File: config.mk
export PLATFORM = sky130hd
export DESIGN_NAME = fetch_ctl
export DESIGN_NICKNAME = d
export VERILOG_FILES = /design/src/rtl/fetch_ctl_pkg.sv /design/src/rtl/fetch_redirect_arb.sv /design/src/rtl/fetch_ctl.sv
export SDC_FILE = /design/constraint.sdc
export NUM_CORES = 1
export LEC_CHECK = 0
export BUFFER_PORTS_ARGS = -buffer_cell sky130_fd_sc_hd__buf_2
export CAP_MARGIN = 15
export CORE_ASPECT_RATIO = 0.6
export CORE_MARGIN = 1
export CORE_UTILIZATION = 45
export DETAILED_ROUTE_END_ITERATION = 10
export PLACE_DENSITY = 0.81
export SYNTH_ARGS = -nofsm -noshare
export SYNTH_HDL_FRONTEND = slang
export SYNTH_SLANG_ARGS = --single-unit
File: constraint.sdc
create_clock -name i_clk -period 1.9 [get_ports i_clk]
set_input_delay 0.095 -clock i_clk [delete_from_list [all_inputs] [get_ports i_clk]]
set_output_delay 0.095 -clock i_clk [all_outputs]
set_load 0.01 [all_outputs]
File: src/rtl/fetch_ctl_pkg.sv
// fetch_ctl_pkg
// Shared definitions for the fetch controller: FSM state encoding and the
// default mispredict-counter width.
package fetch_ctl_pkg;

  typedef enum logic [1:0] {
    ST_RUN  = 2'd0,
    ST_PEND = 2'd1,
    ST_HALT = 2'd2
  } fetch_state_e;

  localparam int unsigned FETCH_CNT_W = 16;

endpackage

File: src/rtl/fetch_redirect_arb.sv
// fetch_redirect_arb
// Combinational priority resolver for the fetch stage. Given the controller
// state and the request inputs it decides whether the PC advances, which
// target (if any) is loaded, and which pipeline registers are squashed.
//
// Ports
//   i_state       current controller state
//   i_en          global step enable
//   i_stall       hazard stall from decode
//   i_wtg_req     execute-stage wrong-target redirect
//   i_bht_req     BHT taken prediction (already gated by build option)
//   i_halt        halt instruction decoded
//   o_pc_en       PC update enable
//   o_ld_wtg      load corrected target
//   o_ld_bht      load predicted target
//   o_flush_ifid  squash IF/ID
//   o_flush_idex  squash ID/EX
//   o_use_pend    corrected target comes from the pending register
//   o_halt_enter  halt accepted this cycle
import fetch_ctl_pkg::*;

module fetch_redirect_arb (
  input  fetch_state_e i_state,
  input  logic         i_en,
  input  logic         i_stall,
  input  logic         i_wtg_req,
  input  logic         i_bht_req,
  input  logic         i_halt,
  output logic         o_pc_en,
  output logic         o_ld_wtg,
  output logic         o_ld_bht,
  output logic         o_flush_ifid,
  output logic         o_flush_idex,
  output logic         o_use_pend,
  output logic         o_halt_enter
);

  always_comb begin
    o_pc_en      = 1'b0;
    o_ld_wtg     = 1'b0;
    o_ld_bht     = 1'b0;
    o_flush_ifid = 1'b0;
    o_flush_idex = 1'b0;
    o_use_pend   = 1'b0;
    o_halt_enter = 1'b0;

    unique case (i_state)
      ST_RUN: begin
        if (i_en) begin
          if (i_wtg_req) begin
            // Redirect wins over stall, prediction and a (younger) halt.
            o_pc_en      = 1'b1;
            o_ld_wtg     = 1'b1;
            o_flush_ifid = 1'b1;
            o_flush_idex = 1'b1;
          end else if (i_halt) begin
            o_flush_ifid = 1'b1;
            o_halt_enter = 1'b1;
          end else if (!i_stall) begin
            o_pc_en  = 1'b1;
            o_ld_bht = i_bht_req;
          end
        end
      end
      ST_PEND: begin
        if (i_en) begin
          o_pc_en      = 1'b1;
          o_ld_wtg     = 1'b1;
          o_flush_ifid = 1'b1;
          o_flush_idex = 1'b1;
          // A fresh redirect arriving now supersedes the latched one.
          o_use_pend   = !i_wtg_req;
        end
      end
      default: begin
      end
    endcase
  end

endmodule

File: src/rtl/fetch_ctl.sv
// fetch_ctl
// Fetch controller: sequences the IF-stage PC (sequential / predicted /
// corrected target), runs the halt/resume FSM, holds a wrong-target redirect
// that arrives while the core is frozen, and counts applied mispredicts.
//
// Build option: define FETCH_CTL_BHT_EN to honour BHT predictions; otherwise
// i_bht_req/i_bht_pc are ignored and the BHT load outputs are tied low.
//
// Ports
//   i_clk, i_rst_n          clock, async active-low reset
//   i_en                    global step enable (0 freezes state, except
//                           pending-redirect capture)
//   i_stall                 hazard stall
//   i_wtg_req, i_wtg_pc     execute-stage wrong-target redirect
//   i_bht_req, i_bht_pc     BHT taken prediction
//   i_halt, i_go            halt pulse / resume request
//   o_pc_en                 PC update enable
//   o_pc_ld_wtg/o_pc_ld_bht PC load selects (mutually exclusive)
//   o_wtg_pc_new/o_bht_pc_new  targets to the PC (0 when not loading)
//   o_flush_ifid/o_flush_idex  pipeline squashes
//   o_halted                FSM is in HALT
//   o_mispredict_cnt        applied wtg redirects, wraps
//
// state | meaning
// ------+------------------------------------------------------------
// RUN   | normal fetch
// PEND  | wtg redirect latched while frozen, applied on first en=1 cycle
// HALT  | halted; waits for go with en=1

// IM_ADDR_NBIT normally comes from Core.vh; fallback for standalone builds.
`ifndef IM_ADDR_NBIT
`define IM_ADDR_NBIT 32
`endif

import fetch_ctl_pkg::*;

module fetch_ctl #(
  parameter int unsigned AddrW = `IM_ADDR_NBIT,
  parameter int unsigned CntW  = FETCH_CNT_W
) (
  input  logic             i_clk,
  input  logic             i_rst_n,
  input  logic             i_en,
  input  logic             i_stall,
  input  logic             i_wtg_req,
  input  logic [AddrW-1:0] i_wtg_pc,
  input  logic             i_bht_req,
  input  logic [AddrW-1:0] i_bht_pc,
  input  logic             i_halt,
  input  logic             i_go,
  output logic             o_pc_en,
  output logic             o_pc_ld_wtg,
  output logic             o_pc_ld_bht,
  output logic [AddrW-1:0] o_wtg_pc_new,
  output logic [AddrW-1:0] o_bht_pc_new,
  output logic             o_flush_ifid,
  output logic             o_flush_idex,
  output logic             o_halted,
  output logic [CntW-1:0]  o_mispredict_cnt
);

  fetch_state_e     r_state;
  fetch_state_e     w_state_nxt;
  logic [AddrW-1:0] r_pend_pc;
  logic [AddrW-1:0] w_pend_nxt;
  logic [CntW-1:0]  r_cnt;
  logic [CntW-1:0]  w_cnt_nxt;

  logic             w_bht_req;
  logic             w_pc_en;
  logic             w_ld_wtg;
  logic             w_ld_bht;
  logic             w_flush_ifid;
  logic             w_flush_idex;
  logic             w_use_pend;
  logic             w_halt_enter;
  logic [AddrW-1:0] w_wtg_target;

`ifdef FETCH_CTL_BHT_EN
  assign w_bht_req = i_bht_req;
`else
  logic w_unused_bht;
  assign w_bht_req    = 1'b0;
  assign w_unused_bht = ^{i_bht_req, i_bht_pc};
`endif

  fetch_redirect_arb u_arb (
    .i_state      (r_state),
    .i_en         (i_en),
    .i_stall      (i_stall),
    .i_wtg_req    (i_wtg_req),
    .i_bht_req    (w_bht_req),
    .i_halt       (i_halt),
    .o_pc_en      (w_pc_en),
    .o_ld_wtg     (w_ld_wtg),
    .o_ld_bht     (w_ld_bht),
    .o_flush_ifid (w_flush_ifid),
    .o_flush_idex (w_flush_idex),
    .o_use_pend   (w_use_pend),
    .o_halt_enter (w_halt_enter)
  );

  assign w_wtg_target = w_use_pend ? r_pend_pc : i_wtg_pc;

  // Every control output is held low for as long as reset is asserted,
  // independent of the (already reset) registers.
  assign o_pc_en          = i_rst_n & w_pc_en;
  assign o_pc_ld_wtg      = i_rst_n & w_ld_wtg;
  assign o_pc_ld_bht      = i_rst_n & w_ld_bht;
  assign o_flush_ifid     = i_rst_n & w_flush_ifid;
  assign o_flush_idex     = i_rst_n & w_flush_idex;
  assign o_halted         = i_rst_n & (r_state == ST_HALT);
  assign o_wtg_pc_new     = (i_rst_n && w_ld_wtg) ? w_wtg_target : '0;
  assign o_mispredict_cnt = r_cnt;
`ifdef FETCH_CTL_BHT_EN
  assign o_bht_pc_new     = (i_rst_n && w_ld_bht) ? i_bht_pc : '0;
`else
  assign o_bht_pc_new     = '0;
`endif

  always_comb begin
    w_state_nxt = r_state;
    w_pend_nxt  = r_pend_pc;
    w_cnt_nxt   = w_ld_wtg ? r_cnt + CntW'(1) : r_cnt;

    unique case (r_state)
      ST_RUN: begin
        if (i_en) begin
          if (w_halt_enter) w_state_nxt = ST_HALT;
        end else if (i_wtg_req) begin
          // Frozen core: remember the redirect instead of dropping it.
          w_state_nxt = ST_PEND;
          w_pend_nxt  = i_wtg_pc;
        end
      end
      ST_PEND: begin
        if (i_en) begin
          w_state_nxt = ST_RUN;
          w_pend_nxt  = '0;
        end else if (i_wtg_req) begin
          w_pend_nxt  = i_wtg_pc;
        end
      end
      ST_HALT: begin
        if (i_en && i_go) w_state_nxt = ST_RUN;
      end
      default: begin
        w_state_nxt = ST_RUN;
      end
    endcase
  end

  always_ff @(posedge i_clk or negedge i_rst_n) begin
    if (!i_rst_n) begin
      r_state   <= ST_RUN;
      r_pend_pc <= '0;
      r_cnt     <= '0;
    end else begin
      r_state   <= w_state_nxt;
      r_pend_pc <= w_pend_nxt;
      r_cnt     <= w_cnt_nxt;
    end
  end

endmodule

==> results.sh, run 1 <==
export IMPL_drc=2
export IMPL_core_area_um2=6110
export IMPL_startpoint="r_state[1]"
export IMPL_hold_slack_ns=0.0328
export IMPL_synth_most_common_cell="nand2_1"
export IMPL_cts_buffers=5
export IMPL_violations="design-rule violations"
export IMPL_synth_area_leaders="dfrtp_1, nand2_1, a21oi_1"
export IMPL_dp_cells=523
export IMPL_fmax_ghz=0.556
export IMPL_synth_warnings=0
export IMPL_cts_tree="built"
export IMPL_first_iter_violations=161
export IMPL_cp_end_kind="primary output"
export IMPL_hp_start="i_wtg_pc[15]"
export IMPL_hpwl_um=4730
export IMPL_vias=2566
export IMPL_synth_area_um2=2860
export IMPL_drive_gt1_share_pct=26.4
export IMPL_htree_levels=2
export IMPL_fin_cells=535
export IMPL_crit_chain="and3b_2 -> and2_4 -> clkbuf_16 -> nand2_1 -> a21oi_1 -> buf_2"
export IMPL_critPathSlowestCell="dfrtp_2"
export IMPL_min_period_ns=1.80
export IMPL_cts_root_buf="clkbuf_8"
export IMPL_worstPathMaxFanout=16
export IMPL_path_clk_slew_ns=0.10
export IMPL_cp_required_ns=1.80
export IMPL_yosysSeqAreaShare_pct=43.8
export IMPL_io_pins=158
export IMPL_cp_top_family="simple AND/OR/NAND/NOR gates"
export IMPL_ys_ff_latch=50
export IMPL_finish_utilization_pct=56.5
export IMPL_io_buffers=91
export IMPL_die_h_um=63.7
export IMPL_async_reset_ff_share_pct=100
export IMPL_power_mw=2.70
export IMPL_vdd_drop_max_mv=0.524
export IMPL_synth_edf_count=0
export IMPL_place_congestion=0.835
export IMPL_crit_arrival_ns=1.70
export IMPL_cts_buffer_depth=2
export IMPL_wire_per_inst_um=12.3
export IMPL_maxCapViolCount=0
export IMPL_hold_viol_final=0
export IMPL_slew_violations=0
export IMPL_cellLeakagePower_nw=1.83
export IMPL_clk_latency_ns=0.30
export IMPL_synthDistinctLibCells=35
export IMPL_ant_nets=0
export IMPL_slowest_delay_ns=0.45
export IMPL_yosys_most_used_dff="dfrtp_1"
export IMPL_r2r_start="o_mispredict_cnt[3]"
export IMPL_pre_cts_ws_ns=0.317
export IMPL_path_class="register to primary output"
export IMPL_hold_path_class="primary input to register"
export IMPL_rows=22
export IMPL_grt_pass1_wl_um=10300
export IMPL_start_kind="register"
export IMPL_power_density_nw_per_um2=783
export IMPL_die_x_um=105
export IMPL_antenna_found_initial=0
export IMPL_nets=523
export IMPL_syn_mean_instance_area_um2=7.90
export IMPL_grt_pass1_vias=2155
export IMPL_clock_sinks=50
export IMPL_start_util_pct=46.8
export IMPL_drt_total_wl_um=6590
export IMPL_drt_vias_per_instance=4.80
export IMPL_syn2layout_area_growth_pct=20.8
export IMPL_synth_top_area_share_pct=43.8
export IMPL_first_pass_iters=7
export IMPL_dieArea_um2=6690
export IMPL_synthTopCellsByCount="nand2_1, a21oi_1, dfrtp_1, buf_4, xnor2_1"
export IMPL_setup_viol=0
export IMPL_grt_usage_pct=19.5
export IMPL_run_status="finished, violations left"
export IMPL_fin_skew_ns=0.0144
export IMPL_period_share_pct=94.7
export IMPL_grt_overflow=0
export IMPL_path_buf_inv=2
export IMPL_fillCellCount=600
export IMPL_diodes=0
export IMPL_netlist_instances=362
export IMPL_setup_slack_ns=0.101
export IMPL_yosysTopAreaCell="dfrtp_1"
export IMPL_grt_max_degree=34
==> state kept, by name, summed over array words and instances (netlist names) <==
register	cells
r_state	2
o_mispredict_cnt	16
r_pend_pc	32
==> tightest hold or removal path, stage by stage <==
cell     delay [ns]
buf_2          0.10
nand2_1        0.05
a21oi_1        0.05
==> where the power goes <==
group / internal, mW / leakage, nW / total [mW] / switching, mW
Sequential: 1.25 / 0.643 / 1.40 / 0.146
Clock: 0.261 / 0.0452 / 0.607 / 0.347
Combinational: 0.298 / 1.14 / 0.697 / 0.399
==> per-layer routing <==
metal	share of wire, %	GRT usage [%]	vias to the layer above	routed length (µm)
met2	42	30.3	92	2790
met5	0	0	-	0
met3	6.9	4.59	2	455
li1	-	-	1282	-
met4	0.26	3.17	0	17
met1	51	28.1	1190	3330
==> logic make-up after synthesis <==
kind of cell,count (synthesis),share of synthesized area (%)
compound gates,68,12.2
xor+xnor,15,4.60
fa+ha+maj,1,0.438
buf+inv,57,13.1
flops,50,43.8
mux,1,0.394
other cells,1,0.131
simple gates,169,25.4
==> placed cells by master, fill, tap and decap left out, types with 3 or more instances in the layout <==
cell type    n
dfrtp_1     49
buf_12       5
nor2_1       7
buf_4        5
nand3_1      6
a21oi_1     62
conb_1      33
xnor2_1      9
nand3b_1     3
clkbuf_8     5
xor2_1       6
nand2_1    135
buf_2       91
==> final timing paths <==
path	slack [ns]	to	depth (start not counted)
worst max-delay path	0.10	o_wtg_pc_new[1]	6
max in group asynchronous	1.09	r_pend_pc[1]	3
worst min register to register	0.47	o_mispredict_cnt[15]	1
worst min-delay path	0.03	r_pend_pc[15]	3
min in group asynchronous	0.18	o_mispredict_cnt[2]	2
worst max register to register	0.33	o_mispredict_cnt[15]	4
==> layout make-up <==
cell class | count | area [µm²] | share of cell area (%)
flip-flops and latches | 50 | 1250 | 36.3
repair buffers | 103 | 628 | 18.2
well taps | 84 | 105 | 3.04
multi-input cells | 287 | 1370 | 39.7
inverters | 3 | 11.3 | 0.326
clock inverters | 2 | 13.8 | 0.398
clock buffers | 6 | 72.6 | 2.10
==> timing repair <==
item,CTS,global route
endpoints found under the setup margin,9,32
gates cloned,0,1
pin swaps,0,0
setup buffers,0,2
hold buffers,1,0
gates resized for setup,1,5
hold endpoints to repair,21,0
==> metrics by stage <==
| stage | area, µm² | TNS (ns) |
|---|---|---|
| 2_1_floorplan | 2980 | 0 |
| 3_3_place_gp | 3310 | 0 |
| 3_5_place_dp | 3310 | 0 |
| 4_1_cts | 3400 | 0 |
| 5_1_grt | 3450 | -0.00776 |
| 6_report | 3450 | 0 |
Power figures use the tool's default switching activity.
==> run 2, diff against run 1 <==
--- a/config.mk
+++ b/config.mk
@@ -9,9 +9,9 @@
 export CAP_MARGIN = 15
 export CORE_ASPECT_RATIO = 0.6
 export CORE_MARGIN = 1
-export CORE_UTILIZATION = 45
+export CORE_UTILIZATION = 40
 export DETAILED_ROUTE_END_ITERATION = 10
-export PLACE_DENSITY = 0.81
+export PLACE_DENSITY = 0.76
 export SYNTH_ARGS = -nofsm -noshare
 export SYNTH_HDL_FRONTEND = slang
 export SYNTH_SLANG_ARGS = --single-unit
==> constraint.sdc (replaced) <==
create_clock -name i_clk -period 1.62 [get_ports i_clk]
set_input_delay 0.081 -clock i_clk [delete_from_list [all_inputs] [get_ports i_clk]]
set_output_delay 0.081 -clock i_clk [all_outputs]
set_load 0.01 [all_outputs]
==> results.sh, run 2 (synthesis gave the netlist of run 1 again) <==
export IMPL_run_status="finished, violations left"
export IMPL_violations="design-rule violations, negative setup slack"
export IMPL_antenna_found_initial=0
export IMPL_ant_nets=0
export IMPL_die_x_um=111
export IMPL_cts_tree="built"
export IMPL_hpwl_um=4820
export IMPL_grt_max_degree=33
export IMPL_mostFrequentLayoutCell="nand2_1"
export IMPL_pre_cts_ws_ns=0.0613
export IMPL_pwr_share_clk_pct=29.8
export IMPL_seqPwrFrac_pct=42.2
export IMPL_crit_arrival_ns=1.74
export IMPL_drt_total_wl_um=8040
export IMPL_power_density_nw_per_um2=946
export IMPL_cts_root_buf="clkbuf_16"
export IMPL_fin_skew_ns=0.00911
export IMPL_drt_vias_per_instance=4.89
export IMPL_hold_path_class="primary input to register"
export IMPL_cp_common_cell="buf_6"
export IMPL_slew_violations=0
export IMPL_place_congestion=0.849
export IMPL_grt_usage_pct=20.1
export IMPL_diodes=0
export IMPL_die_h_um=67.5
export IMPL_cp_required_ns=1.54
export IMPL_grt_pass1_vias=2407
export IMPL_largest_register_ffs=32
export IMPL_vdd_drop_max_mv=0.802
export IMPL_drc=16
export IMPL_crit_chain="buf_6 -> and2b_2 -> nand3b_1 -> buf_6 -> clkbuf_16 -> a21oi_2 -> buf_2"
export IMPL_setup_slack_ns=-0.205
export IMPL_cp_end_kind="primary output"
export IMPL_cts_buffers=5
export IMPL_combPwrFrac_pct=28.0
export IMPL_dieArea_um2=7500
export IMPL_fmax_ghz=0.548
export IMPL_hold_viol_final=0
export IMPL_grt_overflow=0
export IMPL_largest_register="r_pend_pc"
export IMPL_slowest_delay_ns=0.40
export IMPL_io_buffers=91
export IMPL_setup_viol=39
export IMPL_fillCellCount=606
export IMPL_grt_pass1_wl_um=11800
export IMPL_first_iter_violations=239
export IMPL_worstPathMaxFanout=7
export IMPL_nets=551
export IMPL_p_int_mw=2.69
export IMPL_cellLeakagePower_nw=2.11
export IMPL_mostFrequentLayoutCells="nand2_1, buf_2, dfrtp_1"
export IMPL_min_period_ns=1.83
export IMPL_fin_setup_tns_ns=-6.26
export IMPL_rows=23
export IMPL_vias=2766
export IMPL_multi_input_area_um2=1560
export IMPL_cp_top_family="buffers and inverters"
export IMPL_core_area_um2=6790
export IMPL_seq_area_um2=1250
export IMPL_critPathSlowestCell="dfrtp_1"
export IMPL_path_clk_slew_ns=0.07
export IMPL_maxCapViolCount=0
export IMPL_start_kind="register"
export IMPL_wire_per_inst_um=14.2
export IMPL_swShare_pct=30.7
export IMPL_cts_buffer_depth=2
export IMPL_clk_latency_ns=0.28
export IMPL_first_pass_iters=10
export IMPL_drive_gt1_share_pct=39.0
export IMPL_io_pins=158
export IMPL_p_switching_mw=1.20
export IMPL_path_buf_inv=4
export IMPL_period_share_pct=113
export IMPL_syn2layout_area_growth_pct=43.9
export IMPL_path_class="register to primary output"
export IMPL_clock_sinks=50
export IMPL_start_util_pct=42.1
export IMPL_finish_utilization_pct=60.6
export IMPL_rsz0062_at_grt="true"
export IMPL_hold_slack_ns=0.0474
export IMPL_htree_levels=2
-- run 2: tightest hold or removal path, cell delays in order --
cell and delay [ns]:
buf_2 0.11, nand2_1 0.05, a21oi_1 0.05
-- run 2: power groups by stage --
stage / registers [mW] / logic (mW) / clock network [mW]
after floorplan: 1.66 / 0.532 / 0
after global placement: 1.64 / 0.829 / 0
after detailed placement: 1.65 / 0.861 / 0
after CTS: 1.63 / 0.991 / 1.19
after global routing: 1.67 / 1.21 / 1.25
final: 1.64 / 1.09 / 1.16
-- run 2: routing by layer --
layer	track usage [%]	part of all wire [%]	vias to the layer above
li1	-	-	1343
met1	28.0	46	1303
met2	33.3	45	112
met3	4.13	7.3	8
met4	3.21	0.76	0
met5	0	0	-
-- run 2: cell type report --
class | count | share of cell area [%]
Tap cell | 87 | 2.65
Timing Repair Buffer | 131 | 24.6
Sequential cell | 50 | 30.4
Clock inverter | 2 | 0.913
Clock buffer | 6 | 3.13
Inverter | 3 | 0.335
Multi-Input combinational cell | 287 | 38.0
-- run 2: through the flow --
| stage | cell area (µm²) | cells | power, mW |
|---|---|---|---|
| final | 4110 | 566 | 3.89 |
| after global routing | 4110 | 566 | 4.12 |
| after CTS | 3910 | 559 | 3.81 |
| after detailed placement | 3370 | 534 | 2.51 |
| after global placement | 3370 | 534 | 2.47 |
| after floorplan | 2980 | 394 | 2.20 |
-- run 2: path summary, 6_finish.rpt --
check | depth (start not counted) | start | slack, ns | to
worst min register to register | 1 | o_mispredict_cnt[13] | 0.48 | o_mispredict_cnt[13]
max in group asynchronous | 3 | i_rst_n | 0.87 | r_pend_pc[0]
min in group asynchronous | 2 | i_rst_n | 0.24 | r_state[1]
worst max register to register | 8 | r_state[1] | -0.10 | o_mispredict_cnt[13]
worst max-delay path | 7 | r_state[1] | -0.21 | o_wtg_pc_new[6]
worst min-delay path | 3 | i_wtg_pc[5] | 0.05 | r_pend_pc[5]
-- run 2: timing repair --
item	CTS	global route
cloned	5	2
hold buffers	1	0
hold endpoints to repair	50	0
resized for setup	41	27
endpoints found under the setup margin	34	44
setup buffers	12	5
pin swaps	3	6
